==> src/rtl/level_pkg.sv <==
// Shared types and constants for the level controller slice.
package level_pkg;

    typedef enum logic [2:0] {
        IDLE      = 3'd0,
        COUNTDOWN = 3'd1,
        PLAY      = 3'd2,
        PAUSED    = 3'd3,
        RESPAWN   = 3'd4,
        DONE      = 3'd5,
        FAIL      = 3'd6
    } level_state_t;

    localparam logic [1:0] LEVEL_EASY = 2'd0;
    localparam logic [1:0] LEVEL_MED  = 2'd1;

    localparam int LIVES_W = 2;
    localparam int TIME_W  = 8;

endpackage

==> src/rtl/level_if.sv <==
// Signals between the game FSM / level datapath (master) and the level controller (slave).
interface level_if;
    import level_pkg::*;

    logic                frameTick;
    logic                levelStart;
    logic [1:0]          levelId;
    logic                pauseBtn;
    logic                playerHit;
    logic                goalReached;
    logic                levelDone;
    logic                levelFail;
    logic                playing;
    logic [LIVES_W-1:0]  lives;
    logic [TIME_W-1:0]   timeLeft;
    logic [1:0]          countdown;
    level_state_t        stateOut;

    modport master (
        output frameTick, levelStart, levelId, pauseBtn, playerHit, goalReached,
        input  levelDone, levelFail, playing, lives, timeLeft, countdown, stateOut
    );

    modport slave (
        input  frameTick, levelStart, levelId, pauseBtn, playerHit, goalReached,
        output levelDone, levelFail, playing, lives, timeLeft, countdown, stateOut
    );

endinterface

==> src/rtl/level_sec_timer.sv <==
// Divides frameTick down to a one-cycle secTick; clear wins over enable.
module level_sec_timer #(
    parameter int FRAMES_PER_SEC = 60
) (
    input  logic Clk,
    input  logic reset,
    input  logic en,
    input  logic clr,
    output logic secTick
);

    localparam int                CNT_W = $clog2(FRAMES_PER_SEC);
    localparam logic [CNT_W-1:0]  LAST  = CNT_W'(FRAMES_PER_SEC - 1);

    logic [CNT_W-1:0] cnt;

    // Fires in the same cycle as the frameTick that wraps the count.
    assign secTick = en && !clr && (cnt == LAST);

    always_ff @(posedge Clk or posedge reset) begin
        if (reset)        cnt <= '0;
        else if (clr)     cnt <= '0;
        else if (secTick) cnt <= '0;
        else if (en)      cnt <= cnt + 1'b1;
    end

endmodule

==> src/rtl/level_controller.sv <==
// Per-level sequencer: countdown, timed play, lives/respawn, win/fail.
// Optional pause support is compiled in with `define LEVEL_PAUSE_EN.
module level_controller
    import level_pkg::*;
#(
    parameter int FRAMES_PER_SEC = 60,
    parameter int COUNTDOWN_SEC  = 3,
    parameter int LIVES_INIT     = 3,
    parameter int TIME_EASY      = 90,
    parameter int TIME_MED       = 60,
    parameter int RESPAWN_FRAMES = 30
) (
    input  logic    Clk,
    input  logic    reset,
    level_if.slave  lc
);

    localparam logic [LIVES_W-1:0] LIVES_LOAD = LIVES_W'(LIVES_INIT);
    localparam logic [TIME_W-1:0]  TIME_E     = TIME_W'(TIME_EASY);
    localparam logic [TIME_W-1:0]  TIME_M     = TIME_W'(TIME_MED);
    localparam logic [1:0]         CD_LOAD    = 2'(COUNTDOWN_SEC);
    localparam logic [7:0]         RESP_LOAD  = 8'(RESPAWN_FRAMES);

    level_state_t        state, state_n;
    logic [LIVES_W-1:0]  lives, lives_n;
    logic [TIME_W-1:0]   timeq, timeq_n;
    logic [1:0]          cd, cd_n;
    logic [7:0]          resp, resp_n;
    logic                secTick, timerEn, timerClr, pauseEdge;

    assign timerEn  = lc.frameTick && (state == COUNTDOWN || state == PLAY);
    assign timerClr = (state == IDLE) || !lc.levelStart;

    level_sec_timer #(.FRAMES_PER_SEC(FRAMES_PER_SEC)) u_sec (
        .Clk     (Clk),
        .reset   (reset),
        .en      (timerEn),
        .clr     (timerClr),
        .secTick (secTick)
    );

`ifdef LEVEL_PAUSE_EN
    logic pausePrev;
    always_ff @(posedge Clk or posedge reset) begin
        if (reset) pausePrev <= 1'b0;
        else       pausePrev <= lc.pauseBtn;
    end
    assign pauseEdge = lc.pauseBtn && !pausePrev;
`else
    logic pause_unused;
    assign pause_unused = lc.pauseBtn;
    assign pauseEdge    = 1'b0;
`endif

    always_ff @(posedge Clk or posedge reset) begin
        if (reset) begin
            state <= IDLE;
            lives <= '0;
            timeq <= '0;
            cd    <= '0;
            resp  <= '0;
        end else begin
            state <= state_n;
            lives <= lives_n;
            timeq <= timeq_n;
            cd    <= cd_n;
            resp  <= resp_n;
        end
    end

    always_comb begin
        state_n = state;
        lives_n = lives;
        timeq_n = timeq;
        cd_n    = cd;
        resp_n  = resp;
        // Dropping levelStart aborts from anywhere; lives/timeLeft stay visible on the HUD.
        if (state != IDLE && !lc.levelStart) begin
            state_n = IDLE;
            cd_n    = '0;
            resp_n  = '0;
        end else begin
            unique case (state)
                IDLE: if (lc.levelStart) begin
                    state_n = COUNTDOWN;
                    lives_n = LIVES_LOAD;
                    timeq_n = (lc.levelId == LEVEL_EASY) ? TIME_E : TIME_M;
                    cd_n    = CD_LOAD;
                end
                COUNTDOWN: if (secTick) begin
                    if (cd <= 2'd1) begin
                        state_n = PLAY;
                        cd_n    = '0;
                    end else begin
                        cd_n    = cd - 1'b1;
                    end
                end
                PLAY: begin
                    if (lc.goalReached) begin
                        state_n = DONE;
                    end else if (lc.playerHit) begin
                        lives_n = (lives != '0) ? lives - 1'b1 : '0;
                        if (lives <= LIVES_W'(1)) begin
                            state_n = FAIL;
                        end else begin
                            state_n = RESPAWN;
                            resp_n  = RESP_LOAD;
                        end
                    end else if (secTick) begin
                        if (timeq <= TIME_W'(1)) begin
                            state_n = FAIL;
                            timeq_n = '0;
                        end else begin
                            timeq_n = timeq - 1'b1;
                        end
                    end else if (pauseEdge) begin
                        state_n = PAUSED;
                    end
                end
                PAUSED: if (pauseEdge) state_n = PLAY;
                RESPAWN: if (lc.frameTick) begin
                    if (resp <= 8'd1) begin
                        state_n = PLAY;
                        resp_n  = '0;
                    end else begin
                        resp_n  = resp - 1'b1;
                    end
                end
                DONE, FAIL: ;
                default: state_n = IDLE;
            endcase
        end
    end

    assign lc.levelDone = (state == DONE);
    assign lc.levelFail = (state == FAIL);
    assign lc.playing   = (state == PLAY);
    assign lc.lives     = lives;
    assign lc.timeLeft  = timeq;
    assign lc.countdown = cd;
    assign lc.stateOut  = state;

endmodule

==> src/flat_wrapper.sv <==
// flat-port wrapper written by rule: the top's interface ports become plain ports
module level_controller_flat import level_pkg::*;
#(
    parameter int FRAMES_PER_SEC = 60,
    parameter int COUNTDOWN_SEC  = 3,
    parameter int LIVES_INIT     = 3,
    parameter int TIME_EASY      = 90,
    parameter int TIME_MED       = 60,
    parameter int RESPAWN_FRAMES = 30
)
  (Clk, reset, lc_frameTick, lc_levelStart, lc_levelId, lc_pauseBtn, lc_playerHit, lc_goalReached, lc_levelDone, lc_levelFail, lc_playing, lc_lives, lc_timeLeft, lc_countdown, lc_stateOut);
  level_if lc_i ();
  input  logic Clk;
  input  logic reset;
  input wire logic [$bits(lc_i.frameTick)-1:0] lc_frameTick;
  input wire logic [$bits(lc_i.levelStart)-1:0] lc_levelStart;
  input wire logic [$bits(lc_i.levelId)-1:0] lc_levelId;
  input wire logic [$bits(lc_i.pauseBtn)-1:0] lc_pauseBtn;
  input wire logic [$bits(lc_i.playerHit)-1:0] lc_playerHit;
  input wire logic [$bits(lc_i.goalReached)-1:0] lc_goalReached;
  output wire logic [$bits(lc_i.levelDone)-1:0] lc_levelDone;
  output wire logic [$bits(lc_i.levelFail)-1:0] lc_levelFail;
  output wire logic [$bits(lc_i.playing)-1:0] lc_playing;
  output wire logic [$bits(lc_i.lives)-1:0] lc_lives;
  output wire logic [$bits(lc_i.timeLeft)-1:0] lc_timeLeft;
  output wire logic [$bits(lc_i.countdown)-1:0] lc_countdown;
  output wire logic [$bits(lc_i.stateOut)-1:0] lc_stateOut;
  assign lc_i.frameTick = lc_frameTick;
  assign lc_i.levelStart = lc_levelStart;
  assign lc_i.levelId = lc_levelId;
  assign lc_i.pauseBtn = lc_pauseBtn;
  assign lc_i.playerHit = lc_playerHit;
  assign lc_i.goalReached = lc_goalReached;
  assign lc_levelDone = lc_i.levelDone;
  assign lc_levelFail = lc_i.levelFail;
  assign lc_playing = lc_i.playing;
  assign lc_lives = lc_i.lives;
  assign lc_timeLeft = lc_i.timeLeft;
  assign lc_countdown = lc_i.countdown;
  assign lc_stateOut = lc_i.stateOut;
  level_controller #(.FRAMES_PER_SEC(FRAMES_PER_SEC), .COUNTDOWN_SEC(COUNTDOWN_SEC), .LIVES_INIT(LIVES_INIT), .TIME_EASY(TIME_EASY), .TIME_MED(TIME_MED), .RESPAWN_FRAMES(RESPAWN_FRAMES)) u_core (.Clk(Clk), .reset(reset), .lc(lc_i));
endmodule
==> config.mk <==
export PLATFORM = sky130hd
export DESIGN_NAME = level_controller_flat
export DESIGN_NICKNAME = d
export VERILOG_FILES = /design/src/rtl/level_pkg.sv /design/src/rtl/level_if.sv /design/src/rtl/level_sec_timer.sv /design/src/rtl/level_controller.sv /design/src/flat_wrapper.sv
export SDC_FILE = /design/constraint.sdc
export NUM_CORES = 1
export LEC_CHECK = 0
export ABC_AREA = 1
export CORE_MARGIN = 1
export CORE_UTILIZATION = 41
export CTS_CLUSTER_DIAMETER = 30
export DETAILED_ROUTE_END_ITERATION = 8
export PLACE_DENSITY_LB_ADDON = 0.1
export SLEW_MARGIN = 20
export SYNTH_ARGS = -nofsm -noshare
export SYNTH_HDL_FRONTEND = slang
export SYNTH_HIERARCHICAL = 1
export SYNTH_SLANG_ARGS = --single-unit
==> constraint.sdc <==
create_clock -name Clk -period 6.11 [get_ports Clk]
set_input_delay 1.222 -clock Clk [delete_from_list [all_inputs] [get_ports Clk]]
set_output_delay 1.222 -clock Clk [all_outputs]
set_load 0.005 [all_outputs]
Word level (Yosys, flattened, before mapping) --
Index checks and enable logic that the tools add are counted.
Storage, ports and cells: register bits after elaboration 29, memory bits (writable) 0, memories 0, output and inout port bits 18, word-level logic and storage cells 99, latch bits 0, bits in read-only memories 0
Operators by class: reductions and logical operators 22, bitwise operators 1, $lt $le $gt $ge 4, equal/unequal tests 23, add/sub/neg operators 5, mux-type cells 38, shifts and indexed selects 0, divide/modulo/power cells 0, multiply operators 0
Operators with widths (count):
- 2-to-1 mux 8 bit | 11
- case mux 8 bit (2 select lines) | 2
- 2-to-1 mux 3 bit | 10
- 2-to-1 mux 6 bit | 3
- less-or-equal comparator 8 x 1 -> 1 bit, second input constant | 2
- 2-to-1 mux 2 bit | 8
- subtractor 8 x 1 -> 8 bit, second input constant | 2
- != test 3 x 2 -> 1 bit, second input constant | 5
- case mux 3 bit (5 select lines) | 1
- nonzero test 3 bit | 4
- != test 5 x 3 -> 1 bit, second input constant | 2
- AND reduction 5 bit | 2
- equality test 3 bit, second input constant | 3
- != test 2 bit, second input constant | 4
- case mux 2 bit (2 select lines) | 2
- AND reduction 8 bit | 1
- 2-to-1 mux 7 bit | 1
- adder 6 x 1 -> 6 bit, second input constant | 1
- equality test 3 x 2 -> 1 bit, second input constant | 2
- equality test 6 bit, second input constant | 1
- != test 3 bit, second input constant | 2
- AND reduction 6 bit | 1
- less-or-equal comparator 2 x 1 -> 1 bit, second input constant | 2
- logical AND 1 bit | 4
- 12 further kinds | 17

Logic depth before layout (Yosys ltp) --
Gate-level depths: netlist (run 1).
depth in word-level cells 10, depth in mapped cells 14

By module --
Netlist (run 1), hierarchy kept.
By module, submodules not included:
- level_controller | instances 1, cells an instance 259, seq. area each 575.6 µm², area each 1710.4 µm²
- level_sec_timer | instances 1, cells an instance 48, seq. area each 150.1 µm², area each 362.8 µm²

Worst setup path before layout (run 1) --
Ideal clock, no wire load.
path type in2reg, from input port lc_levelStart, to register u_core.timeq[5], in the netlist u_core/lc.timeLeft[5], arrival 2535 ps, stages on the path 12, setup slack 3463 ps, required time 5997 ps, cell sequence buf_2 nand2_1 inv_1 nand2_1 nor3_1 nand2_1 nand2_1 nand2_2 nor2_1 o21ai_1 nand2_1 inv_1
On the way: longest elaborated chain between the ends 7, elaborated cells on any way between the ends 10, those cells by class eq/ne: 2; bitwise: 1; reduce/logical: 7
RTL lines:
- from (decl) | RTL line flat_wrapper.sv:16 | input wire logic [$bits(lc_i.levelStart)-1:0] lc_levelStart;
- logical NOT 1 bit | RTL line level_controller.sv:32 | assign timerClr = (state == IDLE) || !lc.levelStart;
- logical OR 1 bit | RTL line level_controller.sv:32
- net u_core.timerClr | RTL line level_controller.sv:29 | logic secTick, timerEn, timerClr, pauseEdge;
- logical NOT 1 bit | RTL line level_sec_timer.sv:18 | assign secTick = en && !clr && (cnt == LAST);
- logical AND 1 bit (2 in series) | RTL line level_sec_timer.sv:18
- net u_core.secTick | RTL line level_controller.sv:29
- != test 2 x 1 -> 1 bit (no line)
- AND reduction 6 bit (no line)
- to (signal assigned) | RTL line level_controller.sv:65 | timeq <= timeq_n;
- to (decl) | RTL line level_controller.sv:26 | logic [TIME_W-1:0] timeq, timeq_n;
The timed path passes the listed nets, and every way through them passes these cells. A chain may end at the register's enable or synchronous reset.

Worst setup path in the final report (run 1) --
from input port lc_levelStart, to register u_core.timeq[7], in the netlist u_core/lc.timeLeft[7]
Same word-level chain as after synthesis.

==> flow_metrics.tcl, run 1 <==
set metrics [dict create \
    status "finished clean" \
    synth_area_sq_um 2073 \
    maxCapViolCount 0 \
    relSlewSlack_pct 37.02 \
    grt_max_degree 24 \
    finalPower_mw 1.050 \
    grt_pass1_vias 1883 \
    worstRegToRegCells 11 \
    post_cts_buffers 0 \
    fillers 503 \
    skew_ps 10.54 \
    die_height_um 73.11 \
    avgRoutedWirePerCell_um 11.71 \
    syn_nets 321 \
    final_nets 351 \
    hp-class "flop to flop" \
    layout-drive-gt1-share_pct 10.36 \
    clock_path_buffers 2 \
    area_delta_synth_final_pct 20.40 \
    routed_wl_um 4743 \
    crit_arrival_ps 3590 \
    endpoint_kind "flop" \
    post-route-cell-area_sq_um 2496 \
    cts_tree "yes" \
    synth_seq_cells 29 \
    rows 25 \
    cts_sinks 29 \
    cts_hold_buf 0 \
    grt_pass1_wl_um 8411 \
    critical_path_class "input port to flop" \
    worst_slack_ps 2734 \
    power.density_nw_per_um2 420.7 \
    numCtsBuffers 5 \
    antenna_cells 0 \
    htree_levels 2 \
    clkTransAtPathRegs_ps 70 \
    multi_input_comb_area_sq_um 1149 \
    rsz0062_at_grt "no" \
    crit_fanout 9 \
    yosys_warnings 6 \
    static-leakage-power_nw 1.284 \
    clk_latency_ps 290 \
    setup_tns_ps 0 \
    die_w_um 73.11 \
    grt_overflow_total 0 \
    cp-start-kind "input port" \
    required_ps 6320 \
    vias_per_cell 4.815 \
    max_freq_mhz 296.2 \
    hold_depth 2 \
    postRouteAntennaNets 0 \
    track_usage_pct 20.53 \
    avgSynthCellArea_sq_um 6.753 \
    start_util_pct 43.32 \
    synthCells 307 \
    dieArea_sq_um 5345 \
    worstMarginPinSlew_ps 943.7 \
    seqCellArea_sq_um 725.7 \
    hold_viol 0 \
    timing.final.crit_period_ps 3376 \
    cts_root_buffer "clkbuf_8" \
    dr.pass1.iters 4 \
    ir_drop_mv 0.1900 \
    ys_types 29 \
    place_congestion 0.8424 \
    antenna_found_initial 0 \
    dpl_worst_slack_ps 2497 \
    core_sq_um 4786 \
    place_hpwl_um 3486 \
    placed_cell_area_sq_um 2395 \
    post-route-period-util_pct 55.25 \
    post_cts_resized 0 \
    num_vias 1950 \
    seq_area_frac_synth_pct 35.00 \
    ios 27 \
    drt_iter0_markers 107 \
    io_buffers 25 \
    utilization_pct 52.16 \
    slew_viol_final 0 \
    remaining_drc_errors 0 \
    setup_viol 0 \
]
-- placed cells by master, fill, tap and decap left out, types with 2 or more instances in the layout --
| master | netlist | routed |
|---|---|---|
| a22oi_1 | 4 | 4 |
| o21ai_1 | 9 | 9 |
| nor2_4 | 4 | 4 |
| clkdlybuf4s50_1 | 0 | 25 |
| nor3_1 | 2 | 2 |
| o21ai_0 | 9 | 9 |
| clkbuf_8 | 0 | 7 |
| nand2_4 | 4 | 4 |
| nand4_1 | 9 | 9 |
| inv_1 | 42 | 42 |
| ha_1 | 5 | 5 |
| a21oi_1 | 7 | 7 |
| nand3_2 | 3 | 3 |
| nand3_1 | 28 | 28 |
| nor2_2 | 2 | 2 |
| dfrtp_1 | 29 | 29 |
| nor2_1 | 33 | 33 |
| xnor2_1 | 3 | 3 |
| inv_2 | 5 | 5 |
| nand2_1 | 92 | 92 |
| nand2_2 | 7 | 7 |
-- power breakdown --
part,switching (mW),internal [mW]
registers,0.0694,0.249
clock network,0.0779,0.102
logic,0.332,0.220
-- metrics by stage --
step | hold slack (ps) | instances
after floorplan | 471.5 | 307
after global placement | 501.4 | 397
after detailed placement | 512.2 | 397
after CTS | 529.6 | 405
after global routing | 557.9 | 405
final | 524.0 | 405
-- registers in the layout (all words and copies together) (netlist names) --
signal / cells
u_core/lc.timeLeft: 8
u_core/resp: 8
u_core/u_sec/cnt: 6
u_core/lc.stateOut: 3
u_core/lc.countdown: 2
u_core/lc.lives: 2
-- critical path, cell delays in order --
cell	delay (ps)
clkdlybuf4s50_1	670
nand2_1	160
inv_1	90
nand2_1	90
nor3_1	510
nand2_1	210
a21oi_4	240
nand3_1	160
nand2_1	90
o21ai_1	60
nor2_1	90
-- layer usage --
metal  global-route usage (%)  wire length, um
met1                    28.42             2470
met2                    31.38             2062
met4                    8.061               46
met5                        0                0
met3                    4.006              163
-- cells in the mapped netlist --
cell type	count	area (sq um)
nor2_2	2	12.51
inv_2	5	18.77
nand4_1	9	56.30
nor3_1	2	10.01
a22oi_1	4	30.03
a21oi_4	1	16.27
dfrtp_1	29	725.7
a21oi_1	7	35.03
xor2_1	1	8.760
o21ai_1	9	45.04
or2_0	1	6.260
nand2_2	7	43.79
nand3b_1	1	7.510
nor2_1	33	123.9
inv_4	1	6.260
nand3_2	3	30.03
nand3_1	28	140.1
inv_1	42	157.7
nand2_4	4	45.04
xnor2_1	3	26.28
nand2_1	92	345.3
o21bai_1	1	7.510
o21ai_0	9	45.04
ha_1	5	62.56
nor4_1	1	6.260
clkinv_1	1	3.750
buf_4	1	7.510
nor2_4	4	45.04
buf_2	1	5.000
-- layout make-up --
class / count / share of cell area [%]
Tap cell: 67 / 3.358
Sequential cell: 29 / 29.07
Timing Repair Buffer: 25 / 10.03
Multi-Input combinational cell: 227 / 46.02
Inverter: 49 / 7.469
Clock buffer: 7 / 3.860
Clock inverter: 1 / 0.2005
-- cells by family after synthesis --
group | after synthesis | synth area share, %
buffers and inverters | 51 | 9.596
adder cells (fa/ha/maj) | 5 | 3.018
flip-flops | 29 | 35.00
AND/OR/NAND/NOR | 187 | 42.06
XOR/XNOR | 4 | 1.690
AO/OA/AOI/OAI | 31 | 8.630
-- worst paths after layout --
check,start,end,slack [ps]
max,lc_levelStart,u_core/lc.timeLeft[7],2730
min,u_core/resp[6],u_core/resp[6],520
max reg2reg,u_core/lc.stateOut[1],u_core/lc.timeLeft[7],3390
min reg2reg,u_core/resp[6],u_core/resp[6],520
max in group asynchronous,reset,u_core/lc.stateOut[2],4050
min in group asynchronous,reset,u_core/u_sec/cnt[0],1180
(Power assumes the default switching activity.)
==> inputs of run 2 (changes only) <==
clock period = 3 ns   (was 6.11 ns; I/O delays follow)
==> run 2 against run 1 <==
First-iteration DRC count grew 11%. Sequential power grew 100%. Cell count grew 0.49%. Clock skew shrank 6.9 ps. Register-to-register slack lost 2800 ps. Setup slack lost 2100 ps. Combinational power grew 100%. Largest power group unchanged. Clock power grew 82%. Largest cell class unchanged. Via count shrank 1.4%. Highest routed layer unchanged. Global-route usage shrank 0.53 points. Power grew 99%.
==> flow_metrics.tcl, run 2 (synthesis results as in run 1) <==
set metrics [dict create \
    cts_sinks 29 \
    grt_overflow_total 0 \
    seqCellArea_sq_um 725.7 \
    area_delta_synth_final_pct 20.76 \
    num_vias 1923 \
    maxUsedRoutingLayer "met4" \
    dr_wl_met2_um 1968 \
    max_freq_mhz 416.1 \
    reg2reg_slack_ps 600 \
    routed_wl_um 4646 \
    grt_max_degree 24 \
    dr_wl_met3_um 163 \
    critPathSlowestCell "dfrtp_1" \
    setup_tns_ps 0 \
    regToRegEndpoint "u_core/lc.timeLeft[7]" \
    grt_pass1_vias 1741 \
    start_util_pct 43.32 \
    die_height_um 73.11 \
    grt_pass1_wl_um 8176 \
    antenna_found_initial 0 \
    wl_met1_um 2448 \
    post-route-period-util_pct 80.11 \
    rows 25 \
    postRouteAntennaNets 0 \
    power.density_nw_per_um2 836.3 \
    htree_levels 2 \
    multi_input_comb_area_sq_um 1149 \
    hp-class "flop to flop" \
    cp-start-kind "flop" \
    required_ps 3220 \
    skew_ps 3.621 \
    core_sq_um 4786 \
    final_cell_mix "nand2_1, inv_1, nor2_1" \
    clock_path_buffers 2 \
    worstMarginPinSlew_ps 477.2 \
    dr.pass1.iters 4 \
    status "finished clean" \
    track_usage_pct 20.00 \
    drt_iter0_markers 119 \
    max_stage_delay_ps 550 \
    clk_latency_ps 280 \
    cts_tree "yes" \
    layout-drive-gt1-share_pct 10.59 \
    critPathMostFrequentCell "nand2_1" \
    critical_path_class "flop to flop" \
    final_common_cell "nand2_1" \
    endpoint_kind "flop" \
    post_cts_buffers 0 \
    place_congestion 0.8252 \
    hold_end "u_core/u_sec/cnt[4]" \
    hold_viol 0 \
    relSlewSlack_pct 68.19 \
    fillers 505 \
    die_w_um 73.11 \
    worst-path-buf-inv 2 \
    crit_arrival_ps 2620 \
    numCtsBuffers 5 \
    worst_slack_ps 596.6 \
    dpl_worst_slack_ps 375.5 \
    timing.final.crit_period_ps 2403 \
    r2r-start "u_core/lc.stateOut[1]" \
    static-leakage-power_nw 1.289 \
    slew_viol_final 0 \
    vias_per_cell 4.725 \
    crit_family "simple AND/OR/NAND/NOR gates" \
    cts_root_buffer "clkbuf_8" \
    crit_chain "inv_1, nand3_2, a21oi_1, nand2_1, nor3_1, buf_4, nand2_1, a21oi_4, nand3_1, nand2_1, o21ai_1, nor2_1" \
    maxCapViolCount 0 \
    setup_viol 0 \
    cts_hold_buf 0 \
    ios 27 \
    hold_depth 2 \
    post_cts_resized 0 \
    final_nets 354 \
    rsz0062_at_grt "no" \
    avgRoutedWirePerCell_um 11.42 \
    place_hpwl_um 3523 \
    clkTransAtPathRegs_ps 60 \
    dieArea_sq_um 5345 \
    utilization_pct 52.31 \
    remaining_drc_errors 0 \
    hp-start "u_core/u_sec/cnt[4]" \
    antenna_cells 0 \
    ir_drop_mv 0.3951 \
    crit_fanout 12 \
    io_buffers 25 \
    worstRegToRegCells 12 \
]
-- run 2: cell types whose count changed in the layout (fill, tap and decap cells not counted) --
cell	change
clkinv_2	-1
buf_4	+3
clkbuf_8	-1
clkbuf_1	+1
-- run 2: how the worst max path moves through the flow --
stage	startpoint	endpoint	slack, ps	depth (start not counted)
after floorplan	u_core/lc.stateOut[0]	u_core/lc.timeLeft[5]	870	12
after global placement	lc_frameTick	u_core/lc.timeLeft[7]	390	12
after detailed placement	lc_frameTick	u_core/lc.timeLeft[5]	380	13
after CTS	u_core/lc.stateOut[1]	u_core/lc.timeLeft[7]	580	12
after global routing	u_core/lc.stateOut[1]	u_core/lc.timeLeft[7]	270	12
final	u_core/lc.stateOut[1]	u_core/lc.timeLeft[7]	600	12
-- run 2: routing by layer --
layer  vias up  global-route usage, %
met5         -                      0
met4         0                  6.972
met3         7                  3.867
met2        36                  28.50
met1       838                  29.84
li1       1042                      -
-- run 2: power by group --
group / switching [mW] / internal (mW) / total, mW
Clock: 0.146 / 0.182 / 0.328
Sequential: 0.139 / 0.508 / 0.647
Combinational: 0.669 / 0.449 / 1.12
Total: 0.955 / 1.14 / 2.09
-- run 2: layout make-up --
| type | instances | area share (%) |
|---|---|---|
| well taps | 67 | 3.348 |
| multi-input cells | 227 | 45.88 |
| repair buffers | 28 | 10.89 |
| clock buffers | 7 | 3.448 |
| inverters | 49 | 7.446 |
| flip-flops and latches | 29 | 28.99 |
-- run 2: tightest hold or removal path: stages (launching register included) --
cell and delay, ps:
dfrtp_1 380, nand2_1 60, nand2_1 50
-- run 2: through the flow --
stage	hold WS, ps	total power [mW]	instance area, sq um	cells
3_3_place_gp	502.1	1.767	2417	400
2_1_floorplan	391.0	1.419	2073	307
6_report	528.6	2.094	2504	407
4_1_cts	524.1	2.117	2504	407
3_5_place_dp	506.7	1.772	2417	400
5_1_grt	556.9	2.308	2504	407
